File: config.mk
export PLATFORM = sky130hd
export DESIGN_NAME = rwlri_seq_driver
export DESIGN_NICKNAME = d
export VERILOG_FILES = /design/src/rtl/rwlri_seq_driver.sv
export SDC_FILE = /design/constraint.sdc
export NUM_CORES = 1
export LEC_CHECK = 0
export ABC_CLOCK_PERIOD_IN_PS = 1900
export CAP_MARGIN = 5
export CORE_UTILIZATION = 44
export DETAILED_ROUTE_END_ITERATION = 16
export GPL_ROUTABILITY_DRIVEN = 1
export PLACE_DENSITY = 0.87
export REMOVE_ABC_BUFFERS = 1
export SYNTH_ARGS = -nofsm -noshare
export SYNTH_HDL_FRONTEND = slang
export SYNTH_SLANG_ARGS = --single-unit
File: constraint.sdc
create_clock -name clk -period 1.9 [get_ports clk]
set_input_delay 0.57 -clock clk [delete_from_list [all_inputs] [get_ports clk]]
set_output_delay 0.57 -clock clk [all_outputs]
set_load 0.02 [all_outputs]
File: src/rtl/rwlri_seq_driver.sv
// Command sequencer for a loadable, incrementing register: expands one CLR/LOAD/INCN/LOAD_INCN
// command into non-overlapping clear/load/increment strobes and tracks the expected register value.
module rwlri_seq_driver #(
  parameter int WIDTH = 16,
  parameter int CNT_W = 8
) (
  input  logic             clk,
  input  logic             RST,
  input  logic             CMD_VALID,
  output logic             CMD_READY,
  input  logic [1:0]       CMD_OP,
  input  logic [WIDTH-1:0] CMD_DATA,
  input  logic [CNT_W-1:0] CMD_CNT,
  output logic             REG_RST,
  output logic             REG_WE,
  output logic             REG_INC,
  output logic [WIDTH-1:0] REG_DATA,
  output logic [WIDTH-1:0] SHADOW,
  output logic             BUSY,
  output logic             DONE
);

  localparam logic [1:0] OP_CLR       = 2'b00;
  localparam logic [1:0] OP_LOAD      = 2'b01;
  localparam logic [1:0] OP_INCN      = 2'b10;
  localparam logic [1:0] OP_LOAD_INCN = 2'b11;

  typedef enum logic [2:0] {IDLE, CLR, LOAD, INC, FIN} state_t;

  state_t           state;
  logic [CNT_W-1:0] remaining;

  // The state names the phase whose strobe is visible now, so each edge registers the
  // strobe and post-strobe shadow value of the phase being entered.
  always_ff @(posedge clk) begin
    if (RST) begin
      state     <= IDLE;
      CMD_READY <= 1'b1;
      REG_RST   <= 1'b0;
      REG_WE    <= 1'b0;
      REG_INC   <= 1'b0;
      REG_DATA  <= '0;
      SHADOW    <= '0;
      BUSY      <= 1'b0;
      DONE      <= 1'b0;
      remaining <= '0;
    end else begin
      REG_RST <= 1'b0;
      REG_WE  <= 1'b0;
      REG_INC <= 1'b0;
      DONE    <= 1'b0;
      case (state)
        IDLE: begin
          if (CMD_VALID) begin
            CMD_READY <= 1'b0;
            BUSY      <= 1'b1;
            case (CMD_OP)
              OP_CLR: begin
                state     <= CLR;
                REG_RST   <= 1'b1;
                SHADOW    <= '0;
                remaining <= '0;
              end
              OP_LOAD, OP_LOAD_INCN: begin
                state     <= LOAD;
                REG_WE    <= 1'b1;
                REG_DATA  <= CMD_DATA;
                SHADOW    <= CMD_DATA;
                remaining <= (CMD_OP == OP_LOAD_INCN) ? CMD_CNT : '0;
              end
              default: begin
                if (CMD_CNT != '0) begin
                  state     <= INC;
                  REG_INC   <= 1'b1;
                  SHADOW    <= SHADOW + WIDTH'(1);
                  remaining <= CMD_CNT;
                end else begin
                  state     <= FIN;
                  DONE      <= 1'b1;
                  remaining <= '0;
                end
              end
            endcase
          end
        end
        CLR: begin
          state <= FIN;
          DONE  <= 1'b1;
        end
        LOAD: begin
          if (remaining != '0) begin
            state   <= INC;
            REG_INC <= 1'b1;
            SHADOW  <= SHADOW + WIDTH'(1);
          end else begin
            state <= FIN;
            DONE  <= 1'b1;
          end
        end
        INC: begin
          // remaining counts the increment currently on the bus, so 1 means this was the last
          if (remaining == CNT_W'(1)) begin
            state     <= FIN;
            DONE      <= 1'b1;
            remaining <= '0;
          end else begin
            REG_INC   <= 1'b1;
            SHADOW    <= SHADOW + WIDTH'(1);
            remaining <= remaining - CNT_W'(1);
          end
        end
        FIN: begin
          state     <= IDLE;
          CMD_READY <= 1'b1;
          BUSY      <= 1'b0;
          remaining <= '0;
        end
        default: begin
          state     <= IDLE;
          CMD_READY <= 1'b1;
          BUSY      <= 1'b0;
          remaining <= '0;
        end
      endcase
    end
  end

endmodule

==> impl_metrics.toml, run 1 <==
[worst_setup_path]
reg2reg_to = "SHADOW[4]"
cp-start-kind = "input port"
crit_path_cell_trace = "dlygate4sd2_1 > and2b_1 > and3_4 > buf_4 > a2111oi_4 > buf_4 > o211a_1 > nor3_1"
cpMostUsedCell = "buf_4"
crit_type = "input port to register"
regToRegStartpoint = "remaining[1]"
slowest_stage = "a2111oi_4"
cp_max_fo = 5
r2r_cells = 9
critical_path_buf_inv_count = 3
required_ns = 2.09
cp_top_family = "buffers and inverters"
rrSetupSlack_ns = -0.03
max_stage_delay_ns = 0.36
crit_path_end_kind = "register"
cp.arrival_ns = 2.12

[placement]
dp_slack_ns = -0.616
dpl.cell_count = 483
port_buffers = 66
dpl.hpwl_mm = 5.43
gp_congestion = 0.868

[clock_network]
clk_latency_ns = 0.30
clockBufferDepth = 2
clockRootBuffer = "clkbuf_8"
clk_pin_slew_ns = 0.08
clock_sinks = 49
numCtsBuffers = 5
cts_tree = "done"
htree_levels = 2

[global_route]
track_usage = 0.247
antenna_found_initial = 0
grt_max_degree = 23
grt.overflow.total = 0
first_global_vias = 2735
grt_first_pass_wirelength_mm = 12.0

[power]
p_leak_nw = 1.53
total_power_w = 0.00453
powerDensity_nw_per_um2 = 1200
swShare = 0.411
p_int_w = 0.00267
switchingPower_w = 0.00186
clockPowerShare = 0.134
peakVddDrop_uv = 731
combPwrFrac = 0.537
power_frac_seq = 0.329

[sta]
tightest_slew_ns = 0.387
max_freq_mhz = 517
slew_headroom = 0.742
fin_skew_ns = 0.00947
final-hold-violation-count = 0
min_period_over_period = 1.02
drv_slew = 0
rsz0062_at_grt = "true"
setup_viol = 5
layout_min_cycle_time_ns = 1.93
setup_ws_ns = -0.0335

[run]
cap_viol_max_count = 0

[detailed_routing]
routed_wl_mm = 7.53
drtIter0Drc = 240
num_vias = 2833
drc = 0
antenna_left = 0
firstDrtPassIters = 5
viasPerCell = 5.76
wl_per_cell_um = 15.3

[floorplanning]
num_rows = 27
die_h_um = 78.2
die_area_um2 = 6120
die_w_um = 78.2
io_pins = 67
floorplan.initialDensity = 0.461
coreArea_um2 = 5540

[hold_path]
worstHoldPathCells = 2
worstHoldStart = "CMD_READY"
min_to = "CMD_READY"
hold_path.class = "register to register"

[synthesis]
synth.avg_cell_area_um2 = 8.01
ys_warn_count = 0
synth-async-reset-ratio = 0
yosys.cell_types.count = 53
ys_seq_elements = 49
ys.flop_type = "dfxtp_1"
seq_area_frac_synth = 0.384
synth_edf_count = 0
syn-cell-area_um2 = 2560
synthCells = 319

[cells_and_area]
fin_cells = 492
final_cell_mix = "nand2_1, dfxtp_1, buf_4"
drive_gt1_frac = 0.212
fin_nets = 452
final_common_cell = "nand2_1"
antenna_cells = 0
synthToLayoutAreaGrowth_pct = 47.7

[status]
failed_checks = "negative setup slack"
status = "complete, but fails checks"
## cells by family after synthesis
logic type	count (synthesis)	share of synthesized area
fa+ha+maj	3	0.0147
buf+inv	29	0.0553
flops	49	0.384
mux	1	0.00587
compound gates	91	0.258
xor+xnor	6	0.0206
simple gates	140	0.262
## timing repair
| action | 4_1_cts | 5_1_grt |
|---|---|---|
| gates cloned | 1 | 0 |
| hold buffers | 0 | 0 |
| buffers inserted | 1 | 0 |
| pin swaps | 3 | 3 |
| resized for setup | 45 | 8 |
| endpoints found under the setup margin | 38 | 27 |
## sequential cells by signal (all words and copies together), names as in the netlist
name and flops:
BUSY 1, CMD_READY 1, DONE 1, REG_DATA 16
REG_INC 1, REG_RST 1, REG_WE 1, SHADOW 16
remaining 8, state 3
## area by class of cell
| class | instances | area, um2 |
|---|---|---|
| Clock buffer | 7 | 86.3 |
| Multi-Input combinational cell | 241 | 1530 |
| Fill cell | 449 | 1770 |
| Timing Repair Buffer | 113 | 1040 |
| Tap cell | 72 | 90.1 |
| Sequential cell | 49 | 983 |
| Inverter | 10 | 37.5 |
## through the flow
stage / setup TNS (ns) / utilization / hold WS (ns) / instance area, um2
finish: -0.0617 / 0.681 / 0.451 / 3770
global route: -0.957 / 0.681 / 0.473 / 3770
CTS: -0.684 / 0.677 / 0.455 / 3750
detailed placement: -13.75 / 0.648 / 0.443 / 3590
global placement: -12.80 / 0.648 / 0.435 / 3590
floorplan: -3.66 / - / 0.487 / 2450
## worst reg2reg max path, cell delays in order, from the launching register on
cell and delay (ns):
dfxtp_2 0.34, inv_2 0.06, ha_2 0.17, mux2_4 0.25, and4_4 0.20, buf_12 0.12, a2111oi_4 0.26, buf_4 0.22
o211a_1 0.15, nor3_1 0.05
## worst max-delay path by stage
stage                       from          to  slack (ns)  cells after the start
floorplan           remaining[0]  SHADOW[10]       -0.25                      7
global placement       CMD_OP[0]   SHADOW[4]       -0.55                      8
detailed placement     CMD_OP[0]   SHADOW[1]       -0.62                      7
CTS                 remaining[1]   SHADOW[4]        -0.1                      9
global route        remaining[0]   SHADOW[4]       -0.11                      9
finish                 CMD_OP[1]   SHADOW[4]       -0.03                      8
## synthesized netlist by cell type (6+ instances only)
| cell | instances | area (um2) |
|---|---|---|
| nand2_1 | 53 | 199 |
| dfxtp_1 | 49 | 981 |
| a21oi_1 | 34 | 170 |
| nor2_1 | 23 | 86.3 |
| nor3_1 | 18 | 90.1 |
| o21ai_0 | 17 | 85.1 |
| clkbuf_1 | 12 | 45.0 |
| inv_1 | 10 | 37.5 |
| nand3_1 | 10 | 50.1 |
| and3_1 | 7 | 43.8 |
| a221oi_1 | 6 | 52.6 |
| a22oi_1 | 6 | 45.0 |
## layer usage
metal / track usage / part of all wire / vias up
li1: - / - / 1365
met1: 0.279 / 0.40 / 1345
met2: 0.448 / 0.52 / 110
met3: 0.0488 / 0.064 / 13
met4: 0.102 / 0.018 / 0
met5: 0 / 0 / -
## power groups by stage
stage	Combinational [W]	Clock, W	Sequential, W
after floorplan	0.00103	0	0.00167
after global placement	0.00224	0	0.00148
after detailed placement	0.00232	0	0.00149
after CTS	0.00240	0.000618	0.00147
after global routing	0.00261	0.000672	0.00151
final	0.00243	0.000608	0.00149
(Power assumes the default switching activity.)
==> inputs of run 2 (changes only) <==
--- a/config.mk
+++ b/config.mk
@@ -7,11 +7,13 @@
 export LEC_CHECK = 0
 export ABC_CLOCK_PERIOD_IN_PS = 1900
 export CAP_MARGIN = 5
+export CORE_MARGIN = 3
 export CORE_UTILIZATION = 44
 export DETAILED_ROUTE_END_ITERATION = 16
 export GPL_ROUTABILITY_DRIVEN = 1
 export PLACE_DENSITY = 0.87
 export REMOVE_ABC_BUFFERS = 1
+export SLEW_MARGIN = 10
 export SYNTH_ARGS = -nofsm -noshare
 export SYNTH_HDL_FRONTEND = slang
 export SYNTH_SLANG_ARGS = --single-unit
==> run 2 against run 1 <==
The run still ends with negative setup slack left; clock-buffer cell count down 2; critical path depth up 1; total power up 13%; sequential share of layout area down 1.3 points; clock power up 48%; cell count up 1.0%; highest routed layer unchanged; largest cell class unchanged; non-clock buffer count up 4; maximum frequency down 3.8%.
==> impl_metrics.toml, run 2 (synthesized netlist as in run 1, its figures left out) <==
[status]
status = "complete, but fails checks"
failed_checks = "negative setup slack"

[sta]
fin_skew_ns = 0.0156
rsz0062_at_grt = "true"
tightest_slew_ns = 0.493
min_period_over_period = 1.06
setup_tns_ns = -0.927
drv_slew = 0
setup_viol = 16
layout_min_cycle_time_ns = 2.01
max_freq_mhz = 497
slew_headroom = 0.668
setup_ws_ns = -0.110
final-hold-violation-count = 0

[hold_path]
hold_path.class = "register to register"
worstHoldPathCells = 2

[power]
combPwrFrac = 0.528
clockPowerShare = 0.175
power_frac_seq = 0.297
p_int_w = 0.00302
p_leak_nw = 1.66
peakVddDrop_uv = 721
total_power_w = 0.00513
swShare = 0.411
powerDensity_nw_per_um2 = 1290
switchingPower_w = 0.00211

[placement]
dpl.cell_count = 483
dpl.hpwl_mm = 5.72
dpl-instance-area_um2 = 3580
gp_congestion = 0.917
port_buffers = 66

[cells_and_area]
final_common_cell = "nand2_1"
fin_nets = 456
final_cell_mix = "nand2_1, dfxtp_1, buf_4"
finish.instance_area_um2 = 3980
reg.largest.list = "REG_DATA (16), SHADOW (16), remaining (8)"
synthToLayoutAreaGrowth_pct = 55.7
antenna_cells = 0
drive_gt1_frac = 0.245
fill_cells = 411
fin_cells = 497

[floorplanning]
num_rows = 27
die_area_um2 = 6760
die_h_um = 82.2
io_pins = 67
die_w_um = 82.2
coreArea_um2 = 5570
floorplan.initialDensity = 0.459

[worst_setup_path]
crit_path_end_kind = "register"
regToRegStartpoint = "remaining[0]"
worst-path-stages = 9
reg2reg_to = "SHADOW[4]"
rrSetupSlack_ns = -0.11
crit_start = "remaining[0]"
critical_path_buf_inv_count = 3
max_stage_delay_ns = 0.39
r2r_cells = 9
slowest_stage = "dfxtp_4"
cp_top_family = "compound AO/OA/AOI/OAI gates"
cp.arrival_ns = 2.23
crit_path_cell_trace = "inv_4 > ha_4 > mux2_4 > and4_4 > buf_4 > a2111oi_4 > buf_6 > o211a_1 > nor3_2"
cp-start-kind = "register"
endpoint = "SHADOW[4]"
cp_max_fo = 8
crit_type = "register to register"
required_ns = 2.12

[global_route]
grt.overflow.total = 0
grt_max_degree = 20
antenna_found_initial = 0
first_global_vias = 2955
track_usage = 0.262
grt_first_pass_wirelength_mm = 13.7

[clock_network]
clk_latency_ns = 0.32
htree_levels = 2
clock_sinks = 49
clockBufferDepth = 2
clk_pin_slew_ns = 0.10
numCtsBuffers = 5
cts_tree = "done"
hold_buffers = 0
clockRootBuffer = "clkbuf_8"

[detailed_routing]
num_vias = 2986
firstDrtPassIters = 7
drc = 0
wl_per_cell_um = 17.7
viasPerCell = 6.01
routed_wl_mm = 8.81
drtIter0Drc = 369
antenna_left = 0

[run]
cap_viol_max_count = 0
run 2: timing repair:
item	4_1_cts	5_1_grt
endpoints found under the setup margin	33	27
buffers inserted	5	1
gates resized for setup	48	36
pin swaps	15	11
hold endpoints to repair	0	0
gates cloned	3	0
run 2: power by group through the flow:
stage               combinational (W)  sequential (W)  clock [W]
floorplan                     0.00103         0.00167          0
global placement              0.00222         0.00149          0
detailed placement            0.00229         0.00151          0
CTS                           0.00268         0.00149   0.000907
global route                  0.00291         0.00155   0.000951
finish                        0.00271         0.00153   0.000898
run 2: worst min path at each step:
stage | start | endpoint | slack [ns]
4_1_cts | REG_DATA[9] | REG_DATA[9] | 0.46
2_1_floorplan | remaining[4] | remaining[4] | 0.49
6_report | CMD_READY | CMD_READY | 0.45
3_5_place_dp | CMD_READY | CMD_READY | 0.45
5_1_grt | REG_DATA[5] | REG_DATA[5] | 0.48
3_3_place_gp | BUSY | BUSY | 0.44
run 2: final cells by class:
| cell class | instances | area (um2) | area share |
|---|---|---|---|
| Clock buffer | 5 | 68.8 | 0.0173 |
| Inverter | 10 | 40.0 | 0.0101 |
| Sequential cell | 49 | 986 | 0.248 |
| Clock inverter | 3 | 68.8 | 0.0173 |
| Timing Repair Buffer | 117 | 1080 | 0.273 |
| Tap cell | 72 | 90.1 | 0.0226 |
| Multi-Input combinational cell | 241 | 1640 | 0.412 |
run 2: per-layer routing:
layer	global-route usage	vias up	wire, um	share of wire
met5	0	-	0	0
met4	0.140	0	231	0.026
met3	0.0510	29	622	0.071
met2	0.466	179	4520	0.51
met1	0.293	1407	3440	0.39
li1	-	1371	-	-
run 2: worst register-to-register path, delay by kind of cell, from the launching register on:
kind | cells | cell delay (ns)
compound gates | 2 | 0.48
flops | 1 | 0.39
buf+inv | 3 | 0.39
mux | 1 | 0.27
simple gates | 2 | 0.25
fa+ha+maj | 1 | 0.15
run 2: per-stage QoR:
stage | util | setup slack [ns] | hold slack (ns)
2_1_floorplan | - | -0.254 | 0.487
3_5_place_dp | 0.642 | -0.612 | 0.446
5_1_grt | 0.714 | -0.191 | 0.479
6_report | 0.714 | -0.110 | 0.454
4_1_cts | 0.699 | -0.173 | 0.460
3_3_place_gp | 0.642 | -0.531 | 0.436
==> variant 1 (flow settings as in run 1) <==
Make the reset (`RST`) asynchronous in one clocked block.
--- a/src/rtl/rwlri_seq_driver.sv
+++ b/src/rtl/rwlri_seq_driver.sv
@@ -32,7 +32,7 @@
 
   // The state names the phase whose strobe is visible now, so each edge registers the
   // strobe and post-strobe shadow value of the phase being entered.
-  always_ff @(posedge clk) begin
+  always_ff @(posedge clk or posedge RST) begin
     if (RST) begin
       state     <= IDLE;
       CMD_READY <= 1'b1;
Behaviour: differs if RST is asserted again (counterexample within 4 cycles, from zero or initial values and one cycle with RST high); with RST held inactive, the same outputs for 4 cycles.
==> variant 1 against run 1 <==
Count of clock-buffer cells in the layout unchanged; largest cell class unchanged; setup slack lost 0.0095 ns; sequential cell count did not move; design area up 2.2%; power increased by 39%; routed wire length up 8.8%; highest routed layer unchanged; critical endpoint is now SHADOW[0]; synthesized area rose by 2.0%; clock power rose by 3%; the run still ends with setup timing left.
==> variant 1: results (changes against run 1) <==
Layout
  – Total Nets Final: 406 (-10%)
  – Number of fill cells in the layout: 422 (-6.0%)
  – Layout cells sized above 1: 0.280 (+0.0681)

Critical path
  – Setup crit start: remaining[0]
  – Crit path max-delay family: flip-flops
  – Worst R2R End: SHADOW[0]

Global route
  – Met2 Use GR: 0.438 (-0.0103)
  – Global-route wire length before repair: 12400 microns (+3.1%)
  – Vias in the first global route: 2592 (-5.2%)
  – Grt met3 use: 0.0494 (+0.000588)
  – Met1 GRT Util: 0.308 (+0.0281)

Synth
  – Post-synthesis sequential area ratio: 0.471 (+0.0872)
  – Mux cell area share after synthesis: 0.0691 (+0.0633)
  – Synth Area in Compound Gates: 0.208 (-0.0501)
  – Top post-synthesis cells by area: dfrtp_1 (46%), mux2_2 (6.9%), o21ai_0 (6.3%), nor2_1 (4.0%), nand2_1 (3.2%)
  – Most instantiated cells after synthesis: dfrtp_1 (48), o21ai_0 (33), nor2_1 (28)
  – Yosys cell types: 49 (-7.5%)
  – Syn Inst Count: 269 (-16%)
  – Async S/R FF share, synth: 1.00 (+1.00)
  – Post-Synth XOR/XNOR Area: 0.00672 (-0.0138)

Timing
  – Worst Clk Skew: 0.00736 ns (-0.00210 ns)
  – Setup ws final: -0.0430 ns (-0.00950 ns)
  – Final setup fails: 2 (-3)
  – Final setup TNS: -0.0838 ns (-0.0221 ns)

Power
  – Static Leak: 1.70 nW (+11%)
  – Maximum vdd drop: 0.758 mV (+3.7%)
  – Net Switching: 2.75 mW (+48%)

Placed design
  – Final Wtd Congestion: 0.864 (-0.38%)
  – HPWL after detailed placement: 5040 microns (-7.3%)
  – Pre-CTS WS: -0.823 ns (-0.206 ns)

Routing
  – DRT iter0 DRCs: 333 (+39%)
  – Met2 wire length: 4060 microns (+4.5%)
  – Routed vias: 2797 (-1.3%)

Status
  – Failing checks: setup timing
  – Status: complete, but fails checks

Min path
  – Hold_sp: CMD_READY
  – Hold Crit Endpoint: CMD_READY

Clocking
  – PostCTS Resize Cnt: 49 (+8.9%)

Floorplan
  – Die Span X: 79.0 microns (+0.95%)
==> variant 1: changes by cell type in the layout (fill, tap and decap cells not counted), moves of 7 or more <==
| cell | change |
|---|---|
| dfrtp_1 | +48 |
| dfxtp_1 | -47 |
| nand2_1 | -31 |
| a21oi_1 | -18 |
| mux2_2 | +16 |
| nor3_1 | -11 |
| o21ai_1 | +11 |
| buf_4 | -7 |
==> variant 1: cell type report <==
type	count	share of cell area
clock buffer	7	0.0198
sequential	49	0.318
multi-input combinational	202	0.372
timing repair buffer	109	0.258
inverter	7	0.00681
tap	72	0.0233
clock inverter	1	0.00195
==> variant 1: metrics by stage <==
step	cell area, sq um	hold WS [ns]	power, mW
finish	3860	0.510	6.31
global route	3860	0.525	6.66
CTS	3750	0.514	5.98
detailed placement	3590	0.489	5.25
global placement	3590	0.488	5.11
floorplan	2530	0.494	3.63
==> variant 2 (config.mk and constraints of run 1) <==
Without the edit above. The parameter `WIDTH` goes from 16 to 12.
--- a/src/rtl/rwlri_seq_driver.sv
+++ b/src/rtl/rwlri_seq_driver.sv
@@ -1,7 +1,7 @@
 // Command sequencer for a loadable, incrementing register: expands one CLR/LOAD/INCN/LOAD_INCN
 // command into non-overlapping clear/load/increment strobes and tracks the expected register value.
 module rwlri_seq_driver #(
-  parameter int WIDTH = 16,
+  parameter int WIDTH = 12,
   parameter int CNT_W = 8
 ) (
   input  logic             clk,
Interface: changed (resized CMD_DATA, REG_DATA and SHADOW); port bits go from 67 to 55. The function was not compared with the original's and may differ.
==> variant 2 against run 1 <==
Fmax grew 4.1%; sequential cell count shrank 8; power increased by 16%; via count fell by 14%; core utilization grew 3.1 points; cell count decreased by 13%; setup slack improved by 0.076 ns; design area shrank 11%; synthesized area shrank 16%; routed wire length fell by 6.0%; combinational power up 30%; largest power group unchanged.
==> variant 2: results (changes against run 1) <==
Status
  – Status: finished clean

Placed design
  – Dpl cells: 415 (-14%)
  – Final Wtd Congestion: 0.948 (+9.3%)
  – Placed cell areas: 0.00307 sq mm (-15%)
  – Count of buffers from port buffering: 54 (-18%)
  – HPWL after detailed placement: 4710 microns (-13%)

Synth
  – Post-synthesis sequential area ratio: 0.382 (-0.00169)
  – Top_reg_cell synth: dfxtp_1
  – Ys Warns: 0 (unchanged)
  – Top post-synthesis cells by area: dfxtp_1 (38%), nand2_1 (7.7%), a21oi_1 (5.6%), nor2_1 (4.5%), o21ai_0 (3.3%)
  – Syn Inst Count: 262 (-18%)
  – Yosys cell types: 50 (-5.7%)
  – Most instantiated cells after synthesis: nand2_1 (44), dfxtp_1 (41), nor2_1 (26)
  – Async S/R FF share, synth: 0 (unchanged)

Clocking
  – Clk root buf: clkbuf_8
  – Worst-Skew Late Latency: 0.30 ns (about the same)
  – Clock Tree Buf Depth: 2 (unchanged)
  – Num CTS Buffers: 5 (unchanged)
  – H-tree depth: 2 (unchanged)
  – Clock transition at path regs: 0.08 ns (about the same)

Routing
  – DRT iter0 DRCs: 157 (-35%)
  – Routed vias: 2436 (-14%)
  – Detailed Routing Iterations Pass 1: 5 (unchanged)
  – Drt total wl: 7070 microns (-6.0%)

Layout
  – Non-filler cells, final: 427 (-13%)
  – Largest registers: REG_DATA: 12 flops, SHADOW: 12 flops, remaining: 8 flops
  – Layout cells sized above 1: 0.239 (+0.0270)
  – Total Nets Final: 387 (-14%)
  – Number of fill cells in the layout: 349 (-22%)

Critical path
  – Critical Path Fanout Max: 2 (-3)
  – Crit path DAT: 1.29 ns (-0.83 ns)
  – Slowest stage cell, crit path: clkdlybuf4s50_1
  – Worst R2R End: SHADOW[10]
  – Reg-to-reg slack, setup: 0.08 ns (+0.11 ns)
  – R2R depth: 6 (-3)
  – Worst flop-to-flop path startpoint: SHADOW[1]
  – Max incr delay on CP: 0.62 ns (+0.26 ns)
  – Crit path max-delay family: buffers and inverters

Power
  – Static Leak: 1.40 nW (-8.6%)
  – Maximum vdd drop: 0.978 mV (+34%)

Global route
  – Gr ovfl total: 0 (unchanged)
  – Vias in the first global route: 2461 (-10%)
  – GR Util All Layers: 0.279 (+0.0324)
  – Global-route wire length before repair: 11200 microns (-6.5%)
  – Initial antenna violation count: 0 (unchanged)
  – Largest net degree at the start of global routing: 19 (-17%)

Min path
  – Hold Crit Endpoint: REG_DATA[2]
  – Worst min-delay path class: reg2reg
  – Hold_sp: REG_DATA[2]

Timing
  – Final hold vios: 0 (unchanged)
  – Worst Clk Skew: 0.00518 ns (-0.00429 ns)
  – Worst Tran Pin Value: 0.464 ns (+0.0768 ns)

Floorplan
  – Total core area: 0.00472 sq mm (-15%)
## variant 2: logic make-up (layout without fill, tap and decap cells)
family / Yosys count / in the layout / synth area share
buffers and inverters: 18 / 116 / 0.0437
adder cells (fa/ha/maj): 3 / 3 / 0.0175
flip-flops: 41 / 41 / 0.382
AND/OR/NAND/NOR: 110 / 110 / 0.242
XOR/XNOR: 6 / 6 / 0.0245
AO/OA/AOI/OAI: 83 / 83 / 0.285
multiplexers: 1 / 1 / 0.00524
## variant 2: area by class of cell
class	instances	area, sq um	area share
Tap cell	67	83.8	0.0249
Clock inverter	3	46.3	0.0138
Inverter	7	26.3	0.00781
Timing Repair Buffer	101	957	0.284
Sequential cell	41	825	0.245
Multi-Input combinational cell	203	1360	0.404
Clock buffer	5	68.8	0.0204
## variant 2: tightest hold or removal path, stage by stage (launching register included)
cell     delay (ns)
dfxtp_1        0.31
nand2_1        0.05
a21oi_1        0.05
## variant 2: layer usage
| metal | up-vias | global-route usage | part of all wire | routed length (microns) |
|---|---|---|---|---|
| li1 | 1156 | - | - | - |
| met1 | 1139 | 0.291 | 0.38 | 2700 |
| met2 | 112 | 0.532 | 0.53 | 3780 |
| met3 | 29 | 0.0549 | 0.054 | 381 |
| met4 | 0 | 0.131 | 0.030 | 211 |
| met5 | - | 0 | 0 | 0 |
## variant 2: what timing repair did
action / 4_1_cts / 5_1_grt
buffers inserted: 3 / 0
hold buffers: 0 / 0
pin swaps: 7 / 6
gates cloned: 1 / 0
endpoints found under the setup margin: 24 / 18
gates resized for setup: 29 / 18
## variant 2: power breakdown
part	switching (mW)	internal (mW)	total [mW]
logic	1.65	1.50	3.15
registers	0.264	1.10	1.37
clock network	0.342	0.394	0.736
## variant 2: metrics by stage
| step | setup slack [ns] | util | hold slack [ns] |
|---|---|---|---|
| floorplan | 0.0607 | - | 0.447 |
| global placement | -0.380 | 0.649 | 0.440 |
| detailed placement | -0.519 | 0.649 | 0.446 |
| CTS | 0.00204 | 0.701 | 0.457 |
| global route | -0.0391 | 0.713 | 0.483 |
| finish | 0.0424 | 0.713 | 0.456 |
## variant 2: how the worst max path moves through the flow
stage,endpoint,start,depth (start not counted)
floorplan,SHADOW[10],CMD_VALID,5
global placement,SHADOW[10],CMD_VALID,7
detailed placement,SHADOW[10],CMD_VALID,7
CTS,SHADOW[3],SHADOW[3],1
global route,SHADOW[10],SHADOW[1],6
finish,CMD_READY,CMD_READY,1
